===== config.mk =====
export PLATFORM = sky130hd
export DESIGN_NAME = line_buf_sched
export DESIGN_NICKNAME = d
export VERILOG_FILES = /design/src/rtl/line_buf_sched.sv
export SDC_FILE = /design/constraint.sdc
export NUM_CORES = 1
export LEC_CHECK = 0
export CAP_MARGIN = 10
export CORE_MARGIN = 2
export CORE_UTILIZATION = 55
export DETAILED_ROUTE_END_ITERATION = 10
export PLACE_DENSITY = 0.83
export SYNTH_ARGS = -nofsm -noshare
export SYNTH_HDL_FRONTEND = slang
export SYNTH_SLANG_ARGS = --single-unit
export TNS_END_PERCENT = 1

===== constraint.sdc =====
create_clock -name clk_i -period 6.3 [get_ports clk_i]
set_input_delay 1.26 -clock clk_i [delete_from_list [all_inputs] [get_ports clk_i]]
set_output_delay 1.26 -clock clk_i [all_outputs]
set_load 0.05 [all_outputs]

===== src/rtl/line_buf_sched.sv =====
// Line-buffer ring scheduler for the sliding-window generator: chooses the write buffer,
// issues window pops over the WIN_SIZE oldest lines and flushes the oldest after each read.
module line_buf_sched #(
    parameter int WIN_SIZE = 5,
    localparam int BUF_CNT = WIN_SIZE + 1,
    localparam int PTR_W = $clog2(WIN_SIZE + 1)
) (
    input  logic               clk_i,
    input  logic               rst_n_i,
    input  logic               wr_beat_i,
    input  logic               wr_sof_i,
    input  logic               wr_eol_i,
    output logic               wr_allow_o,
    output logic [BUF_CNT-1:0] wr_sel_o,
    output logic [BUF_CNT-1:0] pop_o,
    output logic [PTR_W-1:0]   rd_base_o,
    input  logic               rd_done_i,
    output logic [BUF_CNT-1:0] flush_o,
    output logic [PTR_W-1:0]   lines_o,
    output logic               busy_o
);

    typedef enum logic [1:0] {IDLE, FILL, RUN, RESYNC} state_e;

    localparam logic [BUF_CNT-1:0] WIN_MASK = {1'b0, {WIN_SIZE{1'b1}}};

    state_e             state_q, state_d;
    logic [BUF_CNT-1:0] wrPtr_q, wrPtr_d;
    logic [BUF_CNT-1:0] wrSel_q, wrSel_d;
    logic [BUF_CNT-1:0] pop_q, pop_d;
    logic [BUF_CNT-1:0] flush_q, flush_d;
    logic [PTR_W-1:0]   rdBase_q, rdBase_d;
    logic [PTR_W-1:0]   lines_q, lines_d;
    logic               busy_q, busy_d;
    logic               wrAllow_q, wrAllow_d;

    logic beat, sofBeat, eolBeat, lineDone, rdDone;

    function automatic logic [BUF_CNT-1:0] rotl1(input logic [BUF_CNT-1:0] v);
        return {v[BUF_CNT-2:0], v[BUF_CNT-1]};
    endfunction

    // Window covers rd_base..rd_base+WIN_SIZE-1 modulo the ring size.
    function automatic logic [BUF_CNT-1:0] popMask(input logic [PTR_W-1:0] base);
        return (WIN_MASK << base) | (WIN_MASK >> (BUF_CNT - int'(base)));
    endfunction

    assign beat     = wr_beat_i && wrAllow_q;
    assign sofBeat  = beat && wr_sof_i;
    assign eolBeat  = beat && wr_eol_i;
    assign lineDone = eolBeat && (state_q != IDLE || wr_sof_i);
    assign rdDone   = (state_q == RUN) && busy_q && rd_done_i && !sofBeat;

    always_ff @(posedge clk_i or negedge rst_n_i) begin
        if (!rst_n_i) begin
            state_q   <= IDLE;
            wrPtr_q   <= BUF_CNT'(1);
            wrSel_q   <= BUF_CNT'(1);
            pop_q     <= '0;
            flush_q   <= '0;
            rdBase_q  <= '0;
            lines_q   <= '0;
            busy_q    <= 1'b0;
            wrAllow_q <= 1'b1;
        end else begin
            state_q   <= state_d;
            wrPtr_q   <= wrPtr_d;
            wrSel_q   <= wrSel_d;
            pop_q     <= pop_d;
            flush_q   <= flush_d;
            rdBase_q  <= rdBase_d;
            lines_q   <= lines_d;
            busy_q    <= busy_d;
            wrAllow_q <= wrAllow_d;
        end
    end

    always_comb begin
        state_d = state_q;
        unique case (state_q)
            IDLE:    if (sofBeat) state_d = FILL;
            FILL: begin
                if (sofBeat)
                    state_d = RESYNC;
                else if (eolBeat && lines_q == PTR_W'(WIN_SIZE - 1))
                    state_d = RUN;
            end
            RUN:     if (sofBeat) state_d = RESYNC;
            RESYNC:  state_d = sofBeat ? RESYNC : FILL;
            default: state_d = IDLE;
        endcase
    end

    // A sof beat restarts the ring before its own eol (if any) is counted.
    always_comb begin
        wrPtr_d  = wrPtr_q;
        rdBase_d = rdBase_q;
        lines_d  = lines_q;
        busy_d   = busy_q;
        pop_d    = '0;
        flush_d  = '0;
        if (sofBeat) begin
            wrPtr_d  = BUF_CNT'(1);
            lines_d  = '0;
            rdBase_d = '0;
            busy_d   = 1'b0;
            if (state_q != IDLE)
                flush_d = '1;
        end
        // pop and busy rise on the same edge, so a second pop cannot slip in behind the first.
        if (rdDone) begin
            flush_d  = BUF_CNT'(1) << rdBase_q;
            rdBase_d = (rdBase_q == PTR_W'(WIN_SIZE)) ? '0 : rdBase_q + 1'b1;
            busy_d   = 1'b0;
        end else if (state_q == RUN && !sofBeat && !busy_q && lines_q >= PTR_W'(WIN_SIZE)) begin
            pop_d  = popMask(rdBase_q);
            busy_d = 1'b1;
        end
        if (lineDone)
            wrPtr_d = rotl1(wrPtr_d);
        if (lineDone && !rdDone)
            lines_d = lines_d + 1'b1;
        else if (!lineDone && rdDone)
            lines_d = lines_q - 1'b1;
        // While full there is no write line; allow returns one cycle after the freeing flush.
        wrAllow_d = (lines_d != PTR_W'(BUF_CNT)) && (lines_q != PTR_W'(BUF_CNT));
        wrSel_d   = wrAllow_d ? wrPtr_d : '0;
    end

    assign wr_allow_o = wrAllow_q;
    assign wr_sel_o   = wrSel_q;
    assign pop_o      = pop_q;
    assign flush_o    = flush_q;
    assign rd_base_o  = rdBase_q;
    assign lines_o    = lines_q;
    assign busy_o     = busy_q;

endmodule


Word-level counts from Yosys, hierarchy flattened
Index checks and enable logic that the tools add are counted.
- order comparisons: 1
- divide/modulo/power cells: 0
- muxes and demuxes: 23
- $add $sub $neg: 4
- shift-type cells: 3
- multiply operators: 0
- reductions and logical operators: 24
- bitwise gates (word level): 1
- equal/unequal tests: 10
- operators with widths (cell ; number):
    $mux W6 ; 8
    $shr A5 B32 Y6 const A ; 1
    $mux W3 ; 6
    $logic_and A1 B1 Y1 ; 14
    $mux W2 ; 5
    $ne A3 B3 Y1 const B ; 3
    $pmux W2 S4 ; 1
    $add A3 B1 Y3 const B ; 2
    $eq A3 B3 Y1 const B ; 2
    $or A6 B6 Y6 ; 1
    $shl A1 B3 Y6 const A ; 1
    $shl A5 B3 Y6 const A ; 1
    $eq A2 B2 Y1 const B ; 2
    $logic_not A1 Y1 ; 4
    $ne A2 B2 Y1 const B ; 2
    $reduce_bool A2 Y1 ; 2
    $sub A3 B3 Y4 const A ; 1
    $ge A3 B3 Y1 const B ; 1
    $mux W1 ; 3
    $reduce_and A3 Y1 ; 1
    $reduce_bool A3 Y1 ; 1
    $sub A3 B1 Y3 const B ; 1
    $eq A2 B1 Y1 const B ; 1
    $logic_not A2 Y1 ; 1
    $logic_or A1 B1 Y1 ; 1
- bits in writable memories: 0
- logic and storage cells: 75
- latch bits: 0
- memories kept: 0
- input bits: 6
- flip-flop bits (word level): 34
- memory bits (read-only): 0

Longest topological paths before layout
Gate-level depths: netlist (run 1).
- depth in word-level cells: 10
- gate-level depth with buffers: 9

Worst setup path after synthesis (run 1)
No wires, ideal clock.
- path type: input to register
- start: input port wr_sof_i
- end: register wrSel_q[1], in the netlist wr_sel_o[1]
- stages: 9
- arrival: 2883 ps
- setup slack: 3344 ps
- library setup time: 73 ps
- required time: 6227 ps
- cell sequence: and3_1 -> buf_2 -> buf_1 -> nor2_1 -> ha_1 -> mux2i_1 -> a311oi_1 -> o311a_4 -> a21oi_2
- word-level cells in the longest chain between the ends: 9
- elaborated cells on any way between the ends: 18
- RTL lines (what ; line ; text):
    start: declaration ; 11 ; input logic wr_sof_i,
    parallel branches: the longest is 8 deep, another holds $add A3 B1 Y3 ; - ;
    $mux W6 (*) ; 127 ; wrSel_d = wrAllow_d ? wrPtr_d : '0;
    net wrSel_d[1] ; 29 ; logic [BUF_CNT-1:0] wrSel_q, wrSel_d;
    end signal: assignment ; 68 ; wrSel_q <= wrSel_d;
    end: declaration ; 29 ;
Mark *: on every way through the listed nets, which the timed path passes.
A chain may end at the register's enable or synchronous reset.

Worst setup path in the final report (run 1)
- start: input port wr_sof_i
- end: register wrSel_q[4], in the netlist wr_sel_o[4]
The elaborated chain is that of the path after synthesis.

==> results.txt, run 1 <==
Final Skew: 8.918 ps
Post-CTS Repair Setup Buffers: 0
# port buffers: 31
Final Hold Viols: 0
CTS H-tree depth: 2
worst skew pair latency: 340 ps
Yosys reg bits: 34
Post-synth EDFFs: 0
DR vias/cell: 6.004
Max Freq: 297.1 MHz
Power Density: 236.1 nW/um^2
final RePlAce weighted congestion: 0.7840
die area: 3550 um^2
RSZ-0062 raised after global routing: false
Hold Path Class: flop to flop
Post-synth top flop: dfrtp_1
Initial Util: 56.58%
DRT Pass-1 Iters: 4
Lkg Pwr: 0.9126 nW
largest net degree at the start of global routing: 35
arrival time at the worst endpoint: 3640 ps
hold_buf cts: 0
Post-synth ARST share: 100.0%
crit path launch: wr_sof_i
fill count: 238
RR Endpoint: wr_sel_o[4]$_DFF_PN0_
WL final: 3617 um
post-synthesis cell type count: 39
DP HPWL: 2632 um
layout cells sized above 1: 11.56%
clk sinks: 34
CP max FO: 16
status: complete, no violations
final setup margin: 2934 ps
Iter 0 DRT Violations: 35
Req. time, crit path: 6570 ps
Post-Syn Instances: 167
DP Worst Slack: 2626 ps
R2R cell count: 7
Max Cap Viol: 0
setup TNS: 0 ps
Mapped Nets: 183
grt total ovfl: 0
Row Count: 20
initial antenna violation count: 0
Area Growth Syn to Fin: 21.72%
number of global-route vias before repair: 1378
dpl cell area: 2008 um^2
R2R Path Start: wr_allow_o$_DFF_PN1_
worst slew pin tran: 660.3 ps
CTS clk-pin slew, worst paths: 90 ps
Vias: 1393
Tmin final: 3366 ps
post-route ant nets: 0
Setup Crit Path Kind: primary input to flop
chip width: 59.58 um
routed wire length per instance: 15.59 um
most frequent cells in the layout: 31 x dfrtp_1, 31 x clkdlybuf4s50_1, 23 x nand2_1
Residual DRC: 0
first-pass GRT wire length: 6306 um
Final setup viols: 0
sequential fraction of the synthesis area: 50.29%
core outline area: 3003 um^2
CTS resizes: 0
io pins: 32
Die Y: 59.58 um
Synth warnings: 0
fin util: 68.88%
Slew Limit Fails: 0
cell area after layout: 2068 um^2
syn avg cell area: 10.17 um^2
n_diodes: 0
CTS tree: yes
nets: 214
CTS root buffer: clkbuf_4
TritonCTS Buffers: 5
clk buf depth: 2
Worst setup EP type: flop
Syn Std Cell Area: 1699 um^2
R2R Setup Slk: 3840 ps
total track usage: 23.97%
Max-slew headroom: 55.51%
crit path launch type: primary input
Critical Path End: wr_sel_o[4]$_DFF_PN0_
Final period util: 53.43%
VDD IR-drop max: 0.1433 mV
## stage by stage
stage / instances / total power, mW / hold slack (ps)
2_1_floorplan: 167 / 0.3259 / 508.2
3_3_place_gp: 224 / 0.3625 / 554.7
3_5_place_dp: 224 / 0.3670 / 560.0
5_1_grt: 232 / 0.5117 / 630.3
6_report: 232 / 0.4884 / 587.4
4_1_cts: 232 / 0.4914 / 578.4
## flip-flops by register name, indices dropped and copies added (netlist names)
signal / flops
lines_o: 3
state_q: 2
rd_base_o: 3
busy_o: 1
flush_o: 6
pop_o: 6
wrPtr_q: 6
wr_allow_o: 1
wr_sel_o: 6
## power by group
group / switching [mW] / internal (mW) / leakage (nW) / total [mW]
combinational: 0.0808 / 0.0386 / 0.430 / 0.119
sequential: 0.0108 / 0.234 / 0.447 / 0.245
clock: 0.0704 / 0.0540 / 0.0353 / 0.124
## worst max-delay path: stages
cell and delay, ps:
clkdlybuf4s50_1 550, and3_1 580, nor2_1 110, ha_1 270
mux2i_1 160, a311oi_1 90, o311a_4 450, a21oi_2 150
## per-layer routing
layer	track usage [%]	part of all wire, %	vias to the layer above
met5	0	0	-
li1	-	-	653
met3	6.332	5.2	7
met4	9.841	1.7	0
met1	28.77	41	686
met2	40.66	52	47
## synth_stat cells, types with 6 or more instances
cell type	number	area [um^2]
a21oi_2	7	61.31
ha_1	10	125.1
a21oi_1	10	50.05
o21ai_0	9	45.04
inv_1	6	22.52
nor2_1	15	56.30
nand3_1	9	45.04
dfrtp_1	31	775.7
nand2_1	23	86.33
## cell families after synthesis
family	share of synthesized area, %
xor+xnor	1.031
mux	1.178
compound gates	17.67
flops	50.29
buf+inv	4.270
fa+ha+maj	7.364
simple gates	18.19
## worst min path at each step
stage,from,endpoint,cells past startpoint
6_report,busy_o$_DFFE_PN0P_,busy_o$_DFFE_PN0P_,2
5_1_grt,wrPtr_q[2]$_DFF_PN0_,wrPtr_q[3]$_DFF_PN0_,2
4_1_cts,wrPtr_q[1]$_DFF_PN0_,wrPtr_q[2]$_DFF_PN0_,2
3_5_place_dp,wrPtr_q[4]$_DFF_PN0_,wrPtr_q[5]$_DFF_PN0_,2
3_3_place_gp,busy_o$_DFFE_PN0P_,busy_o$_DFFE_PN0P_,2
2_1_floorplan,wrPtr_q[5]$_DFF_PN0_,wrPtr_q[0]$_DFF_PN1_,2
## cell type report
type | count | area [um^2] | share of cell area [%]
clock inverters | 1 | 5.005 | 0.2420
repair buffers | 32 | 317.8 | 15.37
multi-input cells | 119 | 772.0 | 37.33
flip-flops and latches | 34 | 854.6 | 41.32
well taps | 33 | 41.29 | 1.996
clock buffers | 7 | 55.05 | 2.662
inverters | 6 | 22.52 | 1.089
Note: power is estimated with default switching activity, not from simulation.
==> run 2, diff against run 1 <==
CORE_UTILIZATION = 51   (was 55)
PLACE_DENSITY = 0.77   (was 0.83)
clock period = 3.5 ns   (was 6.3 ns; I/O delays follow)
==> run 2 against run 1 <==
  * Power is 79% higher
  * Register-to-register slack worse by 2700 ps
  * Via count is 0.72% lower
  * Largest power group unchanged
  * Sequential power is 80% higher
  * Clock skew is 1.2 ps higher
  * Clock power is 81% higher
==> results.txt, run 2 (synthesized netlist as in run 1, its figures left out) <==
layout cells sized above 1: 12.06%
top routing layer in use: met4
Iter 0 DRT Violations: 42
DRT met1 WL: 1468 um
register area: 854.6 um^2
CTS root buffer: clkbuf_4
Die Y: 61.72 um
CTS clk-pin slew, worst paths: 110 ps
Power Density: 420.0 nW/um^2
Area Growth Syn to Fin: 22.75%
Initial Util: 54.76%
WL final: 3657 um
Setup Crit Path Kind: primary input to flop
final RePlAce weighted congestion: 0.7952
n_diodes: 0
Lkg Pwr: 0.9115 nW
number of global-route vias before repair: 1323
initial antenna violation count: 0
setup TNS: 0 ps
largest net degree at the start of global routing: 35
met2 WL post-DR: 1930 um
DRT Pass-1 Iters: 4
Worst setup EP type: flop
# port buffers: 31
Vias: 1383
crit path launch type: primary input
Max Freq: 365.9 MHz
Residual DRC: 0
CP max FO: 16
nets: 214
Slew Limit Fails: 0
clk buf depth: 2
die area: 3809 um^2
Req. time, crit path: 3770 ps
CTS H-tree depth: 2
Post-CTS Repair Setup Buffers: 0
io pins: 32
worst slew pin tran: 599.1 ps
post-placement cell count: 235
Cell Count, Final, Fillers Out: 243
DP HPWL: 2630 um
first-pass GRT wire length: 5940 um
DR WL met3: 207 um
fill count: 285
Final period util: 78.09%
RSZ-0062 raised after global routing: false
grt total ovfl: 0
Final Skew: 10.08 ps
most frequent cells in the layout: 31 x dfrtp_1, 31 x clkdlybuf4s50_1, 23 x nand2_1
Max-slew headroom: 59.63%
Tmin final: 2733 ps
DR vias/cell: 5.691
VDD IR-drop max: 0.2954 mV
Hold Path Class: flop to flop
status: complete, no violations
arrival time at the worst endpoint: 3010 ps
CTS tree: yes
footprint of the multi-input gates: 772.0 um^2
chip width: 61.72 um
total track usage: 22.16%
core outline area: 3103 um^2
Final Hold Viols: 0
clk sinks: 34
hold_buf cts: 0
Max Cap Viol: 0
CTS resizes: 0
Row Count: 20
post-route ant nets: 0
worst skew pair latency: 330 ps
TritonCTS Buffers: 5
routed wire length per instance: 15.05 um
Final setup viols: 0
## run 2: area by class of cell
type / count / share of cell area [%]
clock inverters: 2 / 0.5999
clock buffers: 6 / 2.460
inverters: 6 / 1.080
multi-input cells: 119 / 37.01
repair buffers: 32 / 15.24
flip-flops and latches: 34 / 40.97
well taps: 44 / 2.639
## run 2: final timing paths
kind | start | end | slack [ps] | depth (start not counted)
max in group asynchronous | rst_n_i | wr_allow_o$_DFF_PN1_ | 2410 | 2
min reg2reg | wrPtr_q[3]$_DFF_PN0_ | wrPtr_q[4]$_DFF_PN0_ | 570 | 2
max reg2reg | wr_allow_o$_DFF_PN1_ | wr_sel_o[0]$_DFF_PN1_ | 1120 | 7
min in group asynchronous | rst_n_i | wrPtr_q[4]$_DFF_PN0_ | 760 | 2
min | wrPtr_q[3]$_DFF_PN0_ | wrPtr_q[4]$_DFF_PN0_ | 570 | 2
max | wr_sof_i | wr_sel_o[0]$_DFF_PN1_ | 770 | 8
## run 2: metal layers
layer | global-route usage (%) | up-vias
met5 | 0 | -
met3 | 6.832 | 7
met2 | 38.65 | 49
li1 | - | 650
met1 | 24.56 | 677
met4 | 10.64 | 0
## run 2: power breakdown
| part | total (mW) | leakage, nW | internal [mW] | switching, mW |
|---|---|---|---|---|
| Clock | 0.225 | 0.0343 | 0.0965 | 0.128 |
| Combinational | 0.211 | 0.430 | 0.0686 | 0.143 |
| Sequential | 0.440 | 0.447 | 0.421 | 0.0191 |
| Total | 0.876 | 0.912 | 0.586 | 0.290 |
## run 2: through the flow
step | setup WS [ps] | cell area [um^2] | power, mW | utilization, % | hold slack, ps
floorplan | 1055 | 1699 | 0.5867 | - | 404.4
CTS | 784.9 | 2086 | 0.8847 | 67.22 | 568.6
finish | 766.7 | 2086 | 0.8760 | 67.22 | 566.4
global placement | 568.9 | 2022 | 0.6518 | 65.16 | 547.2
detailed placement | 450.0 | 2022 | 0.6577 | 65.16 | 558.8
global route | 651.6 | 2086 | 0.9203 | 67.22 | 618.1
## run 2: critical path: stages
cell and delay, ps:
clkdlybuf4s50_1 530, and3_1 560, nor2_1 100, ha_1 260, mux2i_1 140, a311oi_1 90
o311a_4 460, a21oi_2 170
